File: src/rtl/ps2_host_tx_if.sv
// Bus-side signal bundle for the PS/2 host transmitter: single-cycle strobe/ack
// slave with a 32-bit write data path and a 32-bit status read-back.
interface ps2_host_tx_if;
    logic        stb;
    logic        we;
    logic [31:0] dat_i;
    logic        ack;
    logic [31:0] dat_o;

    modport master (output stb, output we, output dat_i, input ack, input dat_o);
    modport slave  (input stb, input we, input dat_i, output ack, output dat_o);
endinterface

File: src/rtl/ps2_host_tx.sv
// PS/2 host-to-device command transmitter: inhibits the link, clocks out one
// command byte under device clocking, and checks the device ACK bit.

// Two-flop synchronizer followed by a level filter; a new level is accepted
// only after FILTER_LEN consecutive samples disagree with the current one.
module ps2_host_tx_filt #(
    parameter int FILTER_LEN = 8
) (
    input  logic i_clk,
    input  logic i_rst,
    input  logic i_pin,
    output logic o_level
);
    localparam int CW = (FILTER_LEN < 2) ? 1 : $clog2(FILTER_LEN + 1);

    logic          r_meta;
    logic          r_sync;
    logic [CW-1:0] r_cnt;

    // Reset to the idle-high line level so release from reset never looks like a fall.
    always_ff @(posedge i_clk or posedge i_rst) begin
        if (i_rst) begin
            r_meta  <= 1'b1;
            r_sync  <= 1'b1;
            r_cnt   <= '0;
            o_level <= 1'b1;
        end else begin
            r_meta <= i_pin;
            r_sync <= r_meta;
            if (r_sync != o_level) begin
                if (r_cnt == CW'(FILTER_LEN - 1)) begin
                    o_level <= r_sync;
                    r_cnt   <= '0;
                end else begin
                    r_cnt <= r_cnt + CW'(1);
                end
            end else begin
                r_cnt <= '0;
            end
        end
    end
endmodule

// state     | meaning
// IDLE      | lines released, waiting for a command write
// INHIBIT   | PS2C held low for INHIBIT_CYCLES
// START     | PS2C and PS2D both low for one cycle (request-to-send)
// SHIFT     | PS2C released; data/parity/stop driven on device clock falls 1..10
// WAIT_ACK  | lines released; PS2D sampled on fall 11 as the device ACK
// WAIT_IDLE | waiting for both lines high before reporting done
module ps2_host_tx #(
    parameter int INHIBIT_CYCLES = 12000,
    parameter int TIMEOUT_CYCLES = 2000000,
    parameter int FILTER_LEN     = 8
) (
    input  logic          i_clk,
    input  logic          i_rst,
    ps2_host_tx_if.slave  bus,
    input  logic          i_ps2c_in,
    input  logic          i_ps2d_in,
    output logic          o_ps2c_oe,
    output logic          o_ps2d_oe,
    output logic          o_busy,
    output logic          o_rx_inhibit
);
    localparam int TMAX = (TIMEOUT_CYCLES > INHIBIT_CYCLES) ? TIMEOUT_CYCLES : INHIBIT_CYCLES;
    localparam int TW   = $clog2(TMAX + 1);

    typedef enum logic [2:0] {
        S_IDLE,
        S_INHIBIT,
        S_START,
        S_SHIFT,
        S_WAIT_ACK,
        S_WAIT_IDLE
    } state_t;

    state_t        r_state;
    state_t        w_next;
    logic [TW-1:0] r_tmr;
    logic [7:0]    r_tx_byte;
    logic          r_parity;
    logic [3:0]    r_bitcnt;
    logic          r_d_oe;
    logic          r_done;
    logic          r_err_to;
    logic          r_err_nack;
    logic          r_ovr;
    logic          r_c_filt_d;

    logic          w_c_filt;
    logic          w_d_filt;
    logic          w_fall;
    logic          w_wr;
    logic          w_rd;
    logic          w_accept;
    logic          w_tmr_zero;
    logic          w_timing;
    logic          w_timeout;
    logic          w_set_done;
    logic          w_set_nack;
    logic          w_set_ovr;
    logic          w_busy;
    logic [9:0]    w_frame;
    logic          w_unused_ok;

    ps2_host_tx_filt #(.FILTER_LEN(FILTER_LEN)) u_filt_c (
        .i_clk   (i_clk),
        .i_rst   (i_rst),
        .i_pin   (i_ps2c_in),
        .o_level (w_c_filt)
    );

    ps2_host_tx_filt #(.FILTER_LEN(FILTER_LEN)) u_filt_d (
        .i_clk   (i_clk),
        .i_rst   (i_rst),
        .i_pin   (i_ps2d_in),
        .o_level (w_d_filt)
    );

    assign w_fall      = r_c_filt_d & ~w_c_filt;
    assign w_wr        = bus.stb & bus.we;
    assign w_rd        = bus.stb & ~bus.we;
    assign w_accept    = w_wr & (r_state == S_IDLE);
    assign w_tmr_zero  = (r_tmr == '0);
    assign w_timing    = (r_state == S_SHIFT) | (r_state == S_WAIT_ACK) | (r_state == S_WAIT_IDLE);
    assign w_timeout   = w_timing & w_tmr_zero;
    assign w_set_done  = w_timeout | ((r_state == S_WAIT_IDLE) & w_c_filt & w_d_filt);
    assign w_set_nack  = (r_state == S_WAIT_ACK) & ~w_tmr_zero & w_fall & w_d_filt;
    assign w_set_ovr   = w_wr & (r_state != S_IDLE);
    // Bit n (1..10) of the frame lives at index n-1: data LSB first, parity, stop.
    assign w_frame     = {1'b1, r_parity, r_tx_byte};
    assign w_unused_ok = ^bus.dat_i[31:8];

    assign bus.ack      = bus.stb;
    assign bus.dat_o    = {19'b0, r_ovr, r_err_nack, r_err_to, r_done, w_busy, r_tx_byte};
    assign o_busy       = w_busy;
    assign o_rx_inhibit = w_busy;

    always_comb begin
        w_next    = r_state;
        o_ps2c_oe = 1'b0;
        o_ps2d_oe = 1'b0;
        w_busy    = 1'b1;
        case (r_state)
            S_IDLE: begin
                w_busy = 1'b0;
                if (w_accept) w_next = S_INHIBIT;
            end
            S_INHIBIT: begin
                o_ps2c_oe = 1'b1;
                if (w_tmr_zero) w_next = S_START;
            end
            S_START: begin
                o_ps2c_oe = 1'b1;
                o_ps2d_oe = 1'b1;
                w_next    = S_SHIFT;
            end
            S_SHIFT: begin
                o_ps2d_oe = r_d_oe;
                if (w_tmr_zero)                     w_next = S_IDLE;
                else if (w_fall && r_bitcnt == 4'd9) w_next = S_WAIT_ACK;
            end
            S_WAIT_ACK: begin
                if (w_tmr_zero)  w_next = S_IDLE;
                else if (w_fall) w_next = S_WAIT_IDLE;
            end
            S_WAIT_IDLE: begin
                if (w_tmr_zero)                w_next = S_IDLE;
                else if (w_c_filt && w_d_filt) w_next = S_IDLE;
            end
            default: begin
                w_next = S_IDLE;
                w_busy = 1'b0;
            end
        endcase
    end

    always_ff @(posedge i_clk or posedge i_rst) begin
        if (i_rst) begin
            r_state    <= S_IDLE;
            r_c_filt_d <= 1'b1;
        end else begin
            r_state    <= w_next;
            r_c_filt_d <= w_c_filt;
        end
    end

    // One down-counter serves both the inhibit hold and the frame timeout.
    always_ff @(posedge i_clk or posedge i_rst) begin
        if (i_rst) begin
            r_tmr <= '0;
        end else begin
            case (r_state)
                S_IDLE:  if (w_accept) r_tmr <= TW'(INHIBIT_CYCLES - 1);
                S_START: r_tmr <= TW'(TIMEOUT_CYCLES - 1);
                default: if (!w_tmr_zero) r_tmr <= r_tmr - TW'(1);
            endcase
        end
    end

    always_ff @(posedge i_clk or posedge i_rst) begin
        if (i_rst) begin
            r_tx_byte <= '0;
            r_parity  <= 1'b0;
            r_bitcnt  <= '0;
            r_d_oe    <= 1'b0;
        end else begin
            if (w_accept) begin
                r_tx_byte <= bus.dat_i[7:0];
                r_parity  <= ~^bus.dat_i[7:0];
            end
            case (r_state)
                S_START: begin
                    r_d_oe   <= 1'b1;
                    r_bitcnt <= '0;
                end
                S_SHIFT: begin
                    if (w_fall && !w_tmr_zero) begin
                        r_d_oe   <= ~w_frame[r_bitcnt];
                        r_bitcnt <= r_bitcnt + 4'd1;
                    end
                end
                default: r_d_oe <= 1'b0;
            endcase
        end
    end

    // A set event in the same cycle as a status read takes priority over the clear.
    always_ff @(posedge i_clk or posedge i_rst) begin
        if (i_rst) begin
            r_done     <= 1'b0;
            r_err_to   <= 1'b0;
            r_err_nack <= 1'b0;
            r_ovr      <= 1'b0;
        end else begin
            r_done     <= w_set_done | (r_done     & ~w_rd & ~w_accept);
            r_err_to   <= w_timeout  | (r_err_to   & ~w_rd & ~w_accept);
            r_err_nack <= w_set_nack | (r_err_nack & ~w_rd & ~w_accept);
            r_ovr      <= w_set_ovr  | (r_ovr      & ~w_rd);
        end
    end
endmodule

File: src/flat_wrapper.sv
// flat-port wrapper written by rule: the top's interface ports become plain ports
module ps2_host_tx_flat 
#(
    parameter int INHIBIT_CYCLES = 12000,
    parameter int TIMEOUT_CYCLES = 2000000,
    parameter int FILTER_LEN     = 8
)
  (i_clk, i_rst, i_ps2c_in, i_ps2d_in, o_ps2c_oe, o_ps2d_oe, o_busy, o_rx_inhibit, bus_stb, bus_we, bus_dat_i, bus_ack, bus_dat_o);
  ps2_host_tx_if bus_i ();
  input  logic i_clk;
  input  logic i_rst;
  input  logic i_ps2c_in;
  input  logic i_ps2d_in;
  output logic o_ps2c_oe;
  output logic o_ps2d_oe;
  output logic o_busy;
  output logic o_rx_inhibit;
  input wire logic [$bits(bus_i.stb)-1:0] bus_stb;
  input wire logic [$bits(bus_i.we)-1:0] bus_we;
  input wire logic [$bits(bus_i.dat_i)-1:0] bus_dat_i;
  output wire logic [$bits(bus_i.ack)-1:0] bus_ack;
  output wire logic [$bits(bus_i.dat_o)-1:0] bus_dat_o;
  assign bus_i.stb = bus_stb;
  assign bus_i.we = bus_we;
  assign bus_i.dat_i = bus_dat_i;
  assign bus_ack = bus_i.ack;
  assign bus_dat_o = bus_i.dat_o;
  ps2_host_tx #(.INHIBIT_CYCLES(INHIBIT_CYCLES), .TIMEOUT_CYCLES(TIMEOUT_CYCLES), .FILTER_LEN(FILTER_LEN)) u_core (.i_clk(i_clk), .i_rst(i_rst), .bus(bus_i), .i_ps2c_in(i_ps2c_in), .i_ps2d_in(i_ps2d_in), .o_ps2c_oe(o_ps2c_oe), .o_ps2d_oe(o_ps2d_oe), .o_busy(o_busy), .o_rx_inhibit(o_rx_inhibit));
endmodule
File: config.mk
export PLATFORM = sky130hd
export DESIGN_NAME = ps2_host_tx_flat
export DESIGN_NICKNAME = d
export VERILOG_FILES = /design/src/rtl/ps2_host_tx_if.sv /design/src/rtl/ps2_host_tx.sv /design/src/flat_wrapper.sv
export SDC_FILE = /design/constraint.sdc
export NUM_CORES = 1
export LEC_CHECK = 0
export ABC_AREA = 1
export ABC_CLOCK_PERIOD_IN_PS = 6000
export CAP_MARGIN = 20
export CELL_PAD_IN_SITES_DETAIL_PLACEMENT = 1
export CELL_PAD_IN_SITES_GLOBAL_PLACEMENT = 2
export CORE_UTILIZATION = 39
export CTS_CLUSTER_DIAMETER = 80
export DETAILED_ROUTE_END_ITERATION = 8
export DONT_BUFFER_PORTS = 1
export PLACE_DENSITY_LB_ADDON = 0.1
export RECOVER_POWER = 50
export SLEW_MARGIN = 15
export SYNTH_ARGS = -nofsm -noshare
export SYNTH_HDL_FRONTEND = slang
export SYNTH_SLANG_ARGS = --single-unit
File: constraint.sdc
create_clock -name i_clk -period 6 [get_ports i_clk]
set_clock_uncertainty 0.2 [all_clocks]
set_input_delay 1.2 -clock i_clk [delete_from_list [all_inputs] [get_ports i_clk]]
set_output_delay 1.2 -clock i_clk [all_outputs]
set_load 0.02 [all_outputs]
Word-level counts from Yosys, hierarchy flattened. Cells that the tools add are included.

$add $sub $neg: 4. Order comparisons: 1. Equality and inequality tests: 17. Mux-type cells: 25. Bitwise operators: 31. Reduce and logical (&&, ||, !) cells: 16.

Operators with widths (count): two-way mux 21 bit (2); case mux 21 bit (2 select lines) (1); two-way mux 3 bit (8); logical NOT 21 bit (1); subtractor 21 x 1 -> 21 bit (second input constant) (1); two-way mux 4 bit (5); bitwise AND 1 bit (18); case mux 3 bit (6 select lines) (1); adder 4 x 1 -> 4 bit (second input constant) (3); == test 4 x 3 -> 1 bit (second input constant) (2); case mux 4 bit (2 select lines) (1); AND reduction 2 bit (4); XNOR reduction 8 bit (1); OR 1 bit (7); == test 3 x 2 -> 1 bit (second input constant) (2); == test 3 bit (second input constant) (2); inequality test 3 x 2 -> 1 bit (second input constant) (2); inverter 1 bit (6); less-than comparator 4 x 5 -> 1 bit (second input constant) (1); AND reduction 5 bit (1); OR reduction 5 bit (1); binary-select mux 1 bit (select 4 bit) (1); == test 4 bit (second input constant) (1); two-way mux 1 bit (4); other kinds (13) (18).

Register bits after elaboration: 57. Bits of input ports: 38. Output and inout bits: 37.

Logic depth before layout (Yosys ltp). Gate-level depths: netlist of run 1.

Depth after elaboration: 6. Depth in mapped cells: 11. Depth with buffers taken out: 11.

Hierarchy. From an unflattened synthesis of run 1, not the netlist that was laid out.

Cell total of the unflattened synthesis: 448. Area total of the unflattened synthesis: 3395.8 um^2.

Modules (own cells, without submodules): ps2_host_tx (instances 1, cells each 388, area an instance 2825.2 um^2, sequential area each 1077.3 um^2); ps2_host_tx_filt (instances 2, cells each 30, area an instance 285.3 um^2, sequential area each 178.9 um^2).

Least setup slack after synthesis of run 1. No wires, ideal clock.

Path kind: reg-to-output. Start: reg u_core.r_state[2]. End: out bus_dat_o[8]. Arrival time: 1438 ps. Required time: 4600 ps. Slack: 3162 ps. Cell stages (with the launch flop): 8. Path buffers: 1. Path through: dfrtp_1 inv_2 nand2_2 nor2_1 nor2_1 inv_1 or2_2 buf_4.

Cells in the longest elaborated chain, start to end: 3. Elaborated cells between the ends (all ways): 7. Classes of those cells: eq/ne: 5; mux: 1; reduce/logical: 1.

Ends and longest elaborated chain: from (decl) (line ps2_host_tx.sv:78) `state_t r_state;`; from (signal assigned) (line ps2_host_tx.sv:184) `r_state <= w_next;`; == test 3 x 1 -> 1 bit, or another cell as far along (line ps2_host_tx.sv:145) `case (r_state)`; OR reduction 5 bit (no line) *; two-way mux 1 bit * (line ps2_host_tx.sv:145); to (decl) (line flat_wrapper.sv:22) `output wire logic [$bits(bus_i.dat_o)-1:0] bus_dat_o;`.

Every way passes the cells marked *; elsewhere a longest branch is shown, timed or not.

==> results of run 1 <==
synth_stat cells (6+ instances only):
| cell type | number |
|---|---|
| sky130_fd_sc_hd__nand2_1 | 92 |
| sky130_fd_sc_hd__o21ai_1 | 7 |
| sky130_fd_sc_hd__nor2_1 | 43 |
| sky130_fd_sc_hd__a21oi_1 | 13 |
| sky130_fd_sc_hd__xor2_1 | 9 |
| sky130_fd_sc_hd__buf_4 | 26 |
| sky130_fd_sc_hd__nor2_2 | 8 |
| sky130_fd_sc_hd__xnor2_1 | 6 |
| sky130_fd_sc_hd__dfrtp_1 | 50 |
| sky130_fd_sc_hd__o21ai_0 | 29 |
| sky130_fd_sc_hd__dfstp_2 | 7 |
| sky130_fd_sc_hd__inv_1 | 46 |
| sky130_fd_sc_hd__nand4_1 | 7 |
| sky130_fd_sc_hd__nand3_1 | 39 |
layout make-up:
type                            instances  area share
Timing Repair Buffer                    2     0.00314
Inverter                               48      0.0502
Clock inverter                          5      0.0216
Sequential cell                        57       0.400
Clock buffer                           11      0.0422
Tap cell                              105      0.0366
Multi-Input combinational cell        312       0.446
kinds of logic after synthesis:
| family | Yosys count | share of synthesized area |
|---|---|---|
| simple gates | 215 | 0.300 |
| buf+inv | 80 | 0.123 |
| compound gates | 58 | 0.0950 |
| flops | 57 | 0.424 |
| xor+xnor | 15 | 0.0388 |
| fa+ha+maj | 5 | 0.0185 |
| other cells | 1 | 0.00111 |
state kept, by name, summed over array words and instances, names as in the netlist:
| name | cells |
|---|---|
| u_core.r_ovr | 1 |
| u_core.r_done | 1 |
| u_core.u_filt_c.r_meta | 1 |
| u_core.u_filt_c.o_level | 1 |
| u_core.r_err_to | 1 |
| u_core.r_err_nack | 1 |
| u_core.u_filt_d.r_meta | 1 |
| u_core.u_filt_c.r_cnt | 4 |
| u_core.r_bitcnt | 4 |
| u_core.r_d_oe | 1 |
| u_core.r_c_filt_d | 1 |
| u_core.u_filt_d.o_level | 1 |
| u_core.u_filt_d.r_sync | 1 |
| u_core.u_filt_d.r_cnt | 4 |
| u_core.r_tx_byte | 8 |
| u_core.r_tmr | 21 |
| u_core.r_parity | 1 |
| u_core.u_filt_c.r_sync | 1 |
| u_core.r_state | 3 |
cell usage in the layout (no fill, tap or decap), types with 3 or more instances in the layout:
cell type,synthesis,routed
sky130_fd_sc_hd__inv_1,46,46
sky130_fd_sc_hd__nand3_1,39,39
sky130_fd_sc_hd__clkbuf_8,0,11
sky130_fd_sc_hd__xnor2_1,6,6
sky130_fd_sc_hd__or2_2,3,3
sky130_fd_sc_hd__nand4_1,7,7
sky130_fd_sc_hd__xor2_1,9,9
sky130_fd_sc_hd__nand2_4,4,4
sky130_fd_sc_hd__nor3_1,4,4
sky130_fd_sc_hd__nand2_2,5,4
sky130_fd_sc_hd__nor2_4,5,5
sky130_fd_sc_hd__nor2_1,43,43
sky130_fd_sc_hd__nand2_1,92,93
sky130_fd_sc_hd__dfrtp_1,50,50
sky130_fd_sc_hd__dfstp_2,7,5
sky130_fd_sc_hd__conb_1,1,19
sky130_fd_sc_hd__o21ai_0,29,29
sky130_fd_sc_hd__o21ai_1,7,7
sky130_fd_sc_hd__a21oi_1,13,13
sky130_fd_sc_hd__ha_1,5,5
sky130_fd_sc_hd__o211ai_1,5,5
sky130_fd_sc_hd__nor2_2,8,8
metal layers:
| metal | part of all wire | GRT usage |
|---|---|---|
| met2 | 0.47 | 0.336 |
| met5 | 0 | 0 |
| met3 | 0.034 | 0.0439 |
| met1 | 0.48 | 0.259 |
| met4 | 0.010 | 0.0530 |
power by group:
part | internal [W] | total [W] | switching, W
registers | 0.000518 | 0.000686 | 0.000168
clock network | 0.000255 | 0.000419 | 0.000164
logic | 0.000210 | 0.000679 | 0.000468
total | 0.000984 | 0.00178 | 0.000800
per-stage QoR:
step,std cells,total power [W],hold slack [ps],instance area [um^2]
floorplan,449,0.00125,145,3450
global placement,524,0.00136,146,3360
detailed placement,524,0.00138,148,3360
CTS,540,0.00181,154,3590
global route,540,0.00195,151,3590
finish,540,0.00178,156,3590
worst paths after layout:
path	start	end	slack, ps	cells past startpoint
hold reg to reg	u_core.u_filt_c.r_meta	u_core.u_filt_c.r_sync	160	0
setup / recovery	i_rst	u_core.u_filt_d.r_cnt[3]	2410	2
min in group asynchronous	i_rst	u_core.r_tx_byte[1]	720	1
max in group i_clk	u_core.r_state[2]	o_busy	2540	6
hold / removal	u_core.u_filt_c.r_meta	u_core.u_filt_c.r_sync	160	0
setup reg to reg	u_core.r_state[2]	u_core.r_done	3840	8
==> results.txt, run 1 <==
----------------------------------------------------
[Floorplan]
  Die height ... 95.2 um
  Top-Level Pins ... 75
  Die Wd ... between 90 and 100 um
  Core Area ... roughly 8300 um^2
  Total number of placement rows ... 33
  DIE AREA ... between 9000 and 10000 um^2
  Initial standard-cell utilization of the core ... 0.408

[Timing]
  Final period utilization ... 0.598
  Tightest slew margin relative to the limit ... -0.414
  Max-slew violation total from the final report ... 38
  Maximum clock frequency ... 279 MHz
  Fin Setup TNS ... 0 ps
  Worst-margin pin slew ... roughly 2100 ps
  # setup viols final ... 0
  Final Hold Vio Count ... 0
  Unrepaired setup endpoints after global routing ... false
  Clock period minus final worst setup slack ... 3590 ps
  Worst setup slack after layout ... 2410 ps

[Cells and area]
  Proportion of layout cells with a drive suffix above 1 ... 0.117
  Post-synthesis to final-layout area growth ... 5.91%
  Number of antenna diodes ... 0
  Multi-input combinational cell area ... 1600 um^2
  Fin util ... 0.432
  Final nets ... around 470
  Sequential cell area ... 1440 um^2
  Count of filler cells inserted in the layout ... 1049

[Critical path]
  Endpoint class of the critical path ... asynchronous set/reset pin
  Data arrival time of the worst path ... approximately 3400 ps
  Cell class contributing the biggest share of worst-path delay ... buffers and inverters
  Count of buffering cells on the critical path with inverters included ... 2
  Crit path max-delay cell type ... sky130_fd_sc_hd__clkbuf_1
  Crit path required time ... slightly below 6000 ps
  Cells traversed along the worst timing path ... inv_1 > clkbuf_1
  Worst Path Max Fanout ... 37
  Worst Setup Start Kind ... primary input
  Critical Setup Path Class ... primary input to asynchronous set/reset pin
  Highest cell delay on the worst timing path ... around 1600 ps

[Synthesis]
  Share of Yosys cell area claimed by the top area cell type ... 0.370
  Fraction of synthesis flops using an asynchronous set or reset pin ... 1.00
  Cell accounting for the most synthesized area ... sky130_fd_sc_hd__dfrtp_1
  Leading cell types by total area after synthesis ... sky130_fd_sc_hd__dfrtp_1, sky130_fd_sc_hd__nand2_1, sky130_fd_sc_hd__nand3_1
  Most used flip-flop cell after synthesis ... sky130_fd_sc_hd__dfrtp_1
  Avg Synthesized Cell Area ... about 8 um^2
  Number of enable-type register cells in the synthesized netlist ... 0
  Synth Cell Area ... between 3000 and 4000 um^2
  Cells after synthesis ... ~430
  Sequential-to-total area share from yosys stat ... 0.424
  Distinct cell type count of the synthesized netlist ... 33
  Number of storage elements in the synthesis netlist ... 57
  Number of warnings issued by yosys ... 0

[Run status]
  Status ... finished with violations
  Violations in the final reports ... max-capacitance violations, max-slew violations

[Hold path]
  Type of the tightest min-delay check ... register to register

[Power]
  Pleak ... 1.68 nW
  Maximum vdd ir drop ... 0.000195 V
  Cell Pwr Density ... just under 500 nW/um^2

[CTS]
  Root cell of the clock tree ... sky130_fd_sc_hd__clkbuf_8
  Number of hold buffers added after CTS ... 0
  Register clock-pin slew on the reported worst setup and hold paths ... 60 ps
  Number of post-CTS setup repair buffers ... 0
  CTS tree ... done
  Later-pin clock latency in the skew report ... about 340 ps
  Worst-case clock buffer depth ... 2
  Number of buffers inserted during clock tree synthesis ... 9
  Total number of H-tree levels ... 3
  Post-CTS Resized ... 0
  Clk sink count ... 57

[Detailed routing]
  Detail Route Antenna Nets ... 0
  First-pass iteration count of the detailed router ... 4
  Total wirelength of the detailed-routed design ... around 8.0 mm
  Residual DRC count ... 0
  Routed vias/inst ... between 4 and 5
  Average detailed-routed wire length per instance ... 14.8 um
  Via total after detailed routing ... around 2700
  Violation count after the first detailed-routing iteration ... 80

[Global routing]
  Pin count of the biggest net entering global routing ... 38
  Remaining Overflow, GRT ... 0
  Antenna violations before repair ... 0
  Global-route usage over all layers ... 0.200
  Wire length of the first global-routing pass ... 13.9 mm
  Number of global-route vias before repair ... about 2800

[Flow run]
  Maximum capacitance violations ... 1

[Place]
  HPWL after DPL ... 6.01 mm
  Routability-driven placement congestion ratio ... between 0.7 and 0.8
  Buffers on Ports ... 0
  Worst slack at placement ... approximately 2900 ps

----------------------------------------------------
No activity file was read; power rests on OpenSTA's default activity.
==> inputs of run 2 (changes only) <==
- ABC_CLOCK_PERIOD_IN_PS: 6000 -> 3300
- CORE_UTILIZATION: 39 -> 36
- clock period: 6 -> 3.3 ns (I/O delays scaled with it)
==> results.txt, run 2 (same netlist as run 1, synthesis figures left out) <==
----------------------------------------------------
[CTS]
  Register clock-pin slew on the reported worst setup and hold paths ... around 80 ps
  Number of post-CTS setup repair buffers ... 0
  CTS tree ... done
  Worst-case clock buffer depth ... 2
  Root cell of the clock tree ... sky130_fd_sc_hd__clkbuf_8
  Clk sink count ... 57
  Number of hold buffers added after CTS ... 0
  Later-pin clock latency in the skew report ... about 340 ps
  Post-CTS Resized ... 0
  Number of buffers inserted during clock tree synthesis ... 9
  Total number of H-tree levels ... 3

[Place]
  HPWL after DPL ... between 6 and 7 mm
  Buffers on Ports ... 0
  Post-DP Area ... around 3400 um^2
  Routability-driven placement congestion ratio ... between 0.7 and 0.8

[Critical path]
  Crit path required time ... between 2000 and 2500 ps
  Worst Path Max Fanout ... 13
  Highest cell delay on the worst timing path ... around 470 ps
  Endpoint class of the critical path ... output pin
  Most repeated library cell on the critical path ... sky130_fd_sc_hd__nor2_1
  Data arrival time of the worst path ... between 2000 and 2500 ps
  Cells traversed along the worst timing path ... inv_2 > nand2_2 > nor2_1 > nor2_1 > inv_1 > or2_2
  Critical Setup Path Class ... register to output pin
  Worst Setup Start Kind ... register
  Crit path max-delay cell type ... sky130_fd_sc_hd__or2_2

[Power]
  Proportion of power drawn by combinational gates ... 0.397
  Maximum vdd ir drop ... between 0.0003 and 0.0004 V
  Switching fraction of total power ... 0.476
  Cell Pwr Density ... roughly 870 nW/um^2
  Pleak ... around 1.6 nW
  Part of the power in the clock network ... 0.200
  Part of the total power dissipated in sequential elements ... 0.403
  Switch Pwr ... about 0.0015 W
  Cell-internal power ... about 0.0016 W

[Cells and area]
  Number of antenna diodes ... 0
  Number of flip-flops under the largest register name ... 21
  Leading cell type in the layout, fill and taps excluded ... sky130_fd_sc_hd__nand2_1
  Top register by number of flip-flops ... u_core.r_tmr
  Commonest cells after routing, fill and taps aside ... sky130_fd_sc_hd__nand2_1, sky130_fd_sc_hd__dfrtp_1, sky130_fd_sc_hd__inv_1, sky130_fd_sc_hd__nor2_1, sky130_fd_sc_hd__nand3_1
  Post-synthesis to final-layout area growth ... 4.92%
  Fin util ... 0.386
  Count of filler cells inserted in the layout ... around 1200
  Final nets ... 474
  Post-route cell area ... approximately 3600 um^2
  Proportion of layout cells with a drive suffix above 1 ... 0.122
  Largest registers ... u_core.r_tmr: 21 flops, u_core.r_tx_byte: 8 flops

[Floorplan]
  Total number of placement rows ... 35
  Die height ... 99.0 um
  DIE AREA ... between 9000 and 10000 um^2
  Initial standard-cell utilization of the core ... 0.368
  Core Area ... 9200 um^2
  Top-Level Pins ... between 70 and 80
  Die Wd ... 99.0 um

[Run status]
  Status ... complete, no violations

[Flow run]
  Maximum capacitance violations ... 0

[Detailed routing]
  Total wirelength of the detailed-routed design ... 8.29 mm
  Detail Route Antenna Nets ... 0
  Routed vias/inst ... slightly below 5
  Via total after detailed routing ... between 2000 and 3000
  Violation count after the first detailed-routing iteration ... 43
  Residual DRC count ... 0
  Average detailed-routed wire length per instance ... roughly 15 um
  First-pass iteration count of the detailed router ... 4

[Timing]
  Fin Setup TNS ... 0 ps
  # setup viols final ... 0
  Tightest slew margin relative to the limit ... 0.227
  Final Hold Vio Count ... 0
  Final period utilization ... 0.880
  Worst hold-check slack ... about 110 ps
  Clock period minus final worst setup slack ... ~2900 ps
  Maximum clock frequency ... 344 MHz
  Unrepaired setup endpoints after global routing ... false
  Max-slew violation total from the final report ... 0
  Worst-margin pin slew ... approximately 1200 ps

[Global routing]
  Wire length of the first global-routing pass ... ~14 mm
  Remaining Overflow, GRT ... 0
  Antenna violations before repair ... 0
  Global-route usage over all layers ... 0.185
  Pin count of the biggest net entering global routing ... 29
  Number of global-route vias before repair ... approximately 2700

[Hold path]
  Type of the tightest min-delay check ... primary input to register

----------------------------------------------------
[run 2: cell count changes in the layout (fill, tap and decap cells not counted)]
cell,before,now
sky130_fd_sc_hd__bufinv_16,2,0
sky130_fd_sc_hd__clkbuf_1,1,2
sky130_fd_sc_hd__clkbuf_8,11,10
sky130_fd_sc_hd__clkinv_2,2,1
sky130_fd_sc_hd__clkinv_4,0,1
sky130_fd_sc_hd__clkinvlp_4,1,4
sky130_fd_sc_hd__dfstp_1,2,1
sky130_fd_sc_hd__dfstp_2,5,6
sky130_fd_sc_hd__nand2_1,93,92
sky130_fd_sc_hd__nand2_2,4,5
[run 2: worst paths after layout]
| kind | slack (ps) | cells after the start | endpoint | startpoint |
|---|---|---|---|---|
| worst min register to register | 160 | 0 | u_core.u_filt_c.r_sync | u_core.u_filt_c.r_meta |
| worst max-delay path | 400 | 6 | o_rx_inhibit | u_core.r_state[2] |
| max in group asynchronous | 1230 | 2 | u_core.r_d_oe | i_rst |
| worst min-delay path | 110 | 0 | u_core.u_filt_d.r_meta | i_ps2d_in |
| worst max register to register | 1180 | 8 | u_core.r_done | u_core.r_state[2] |
| min in group asynchronous | 310 | 1 | u_core.u_filt_d.r_cnt[2] | i_rst |
[run 2: final cells by class]
type	instances	area, um^2	area share
repair buffers	3	15.0	0.00423
clock buffers	10	138	0.0387
inverters	48	180	0.0507
flip-flops and latches	57	1440	0.404
multi-input cells	312	1600	0.451
well taps	111	139	0.0391
clock inverters	6	43.8	0.0123
[run 2: power groups by stage]
stage / clock (W) / combinational [W] / sequential (W)
6_report: 0.000617 / 0.00123 / 0.00125
5_1_grt: 0.000667 / 0.00142 / 0.00128
4_1_cts: 0.000641 / 0.00126 / 0.00125
3_5_place_dp: 0 / 0.00125 / 0.00127
3_3_place_gp: 0 / 0.00122 / 0.00126
2_1_floorplan: 0 / 0.00109 / 0.00118
[run 2: per-layer routing]
| metal | track usage | wire, um | vias up | part of all wire |
|---|---|---|---|---|
| li1 | - | - | 1342 | - |
| met2 | 0.304 | 3960 | 31 | 0.48 |
| met1 | 0.246 | 4070 | 1312 | 0.49 |
| met3 | 0.0383 | 209 | 5 | 0.025 |
| met5 | 0 | 0 | - | 0 |
| met4 | 0.0517 | 54 | 0 | 0.0065 |
[run 2: worst max-delay path: cells and delay by family (launching register included)]
family / cells / cell delay, ps
AND/OR/NAND/NOR: 4 / 1060
buffers and inverters: 2 / 200
flip-flops: 1 / 440
[run 2: stage by stage]
stage | worst slack [ps] | power (W) | std cells
2_1_floorplan | 1000 | 0.00227 | 449
3_3_place_gp | 708 | 0.00248 | 531
3_5_place_dp | 725 | 0.00252 | 531
4_1_cts | 341 | 0.00315 | 547
5_1_grt | 248 | 0.00337 | 547
6_report | 396 | 0.00309 | 547
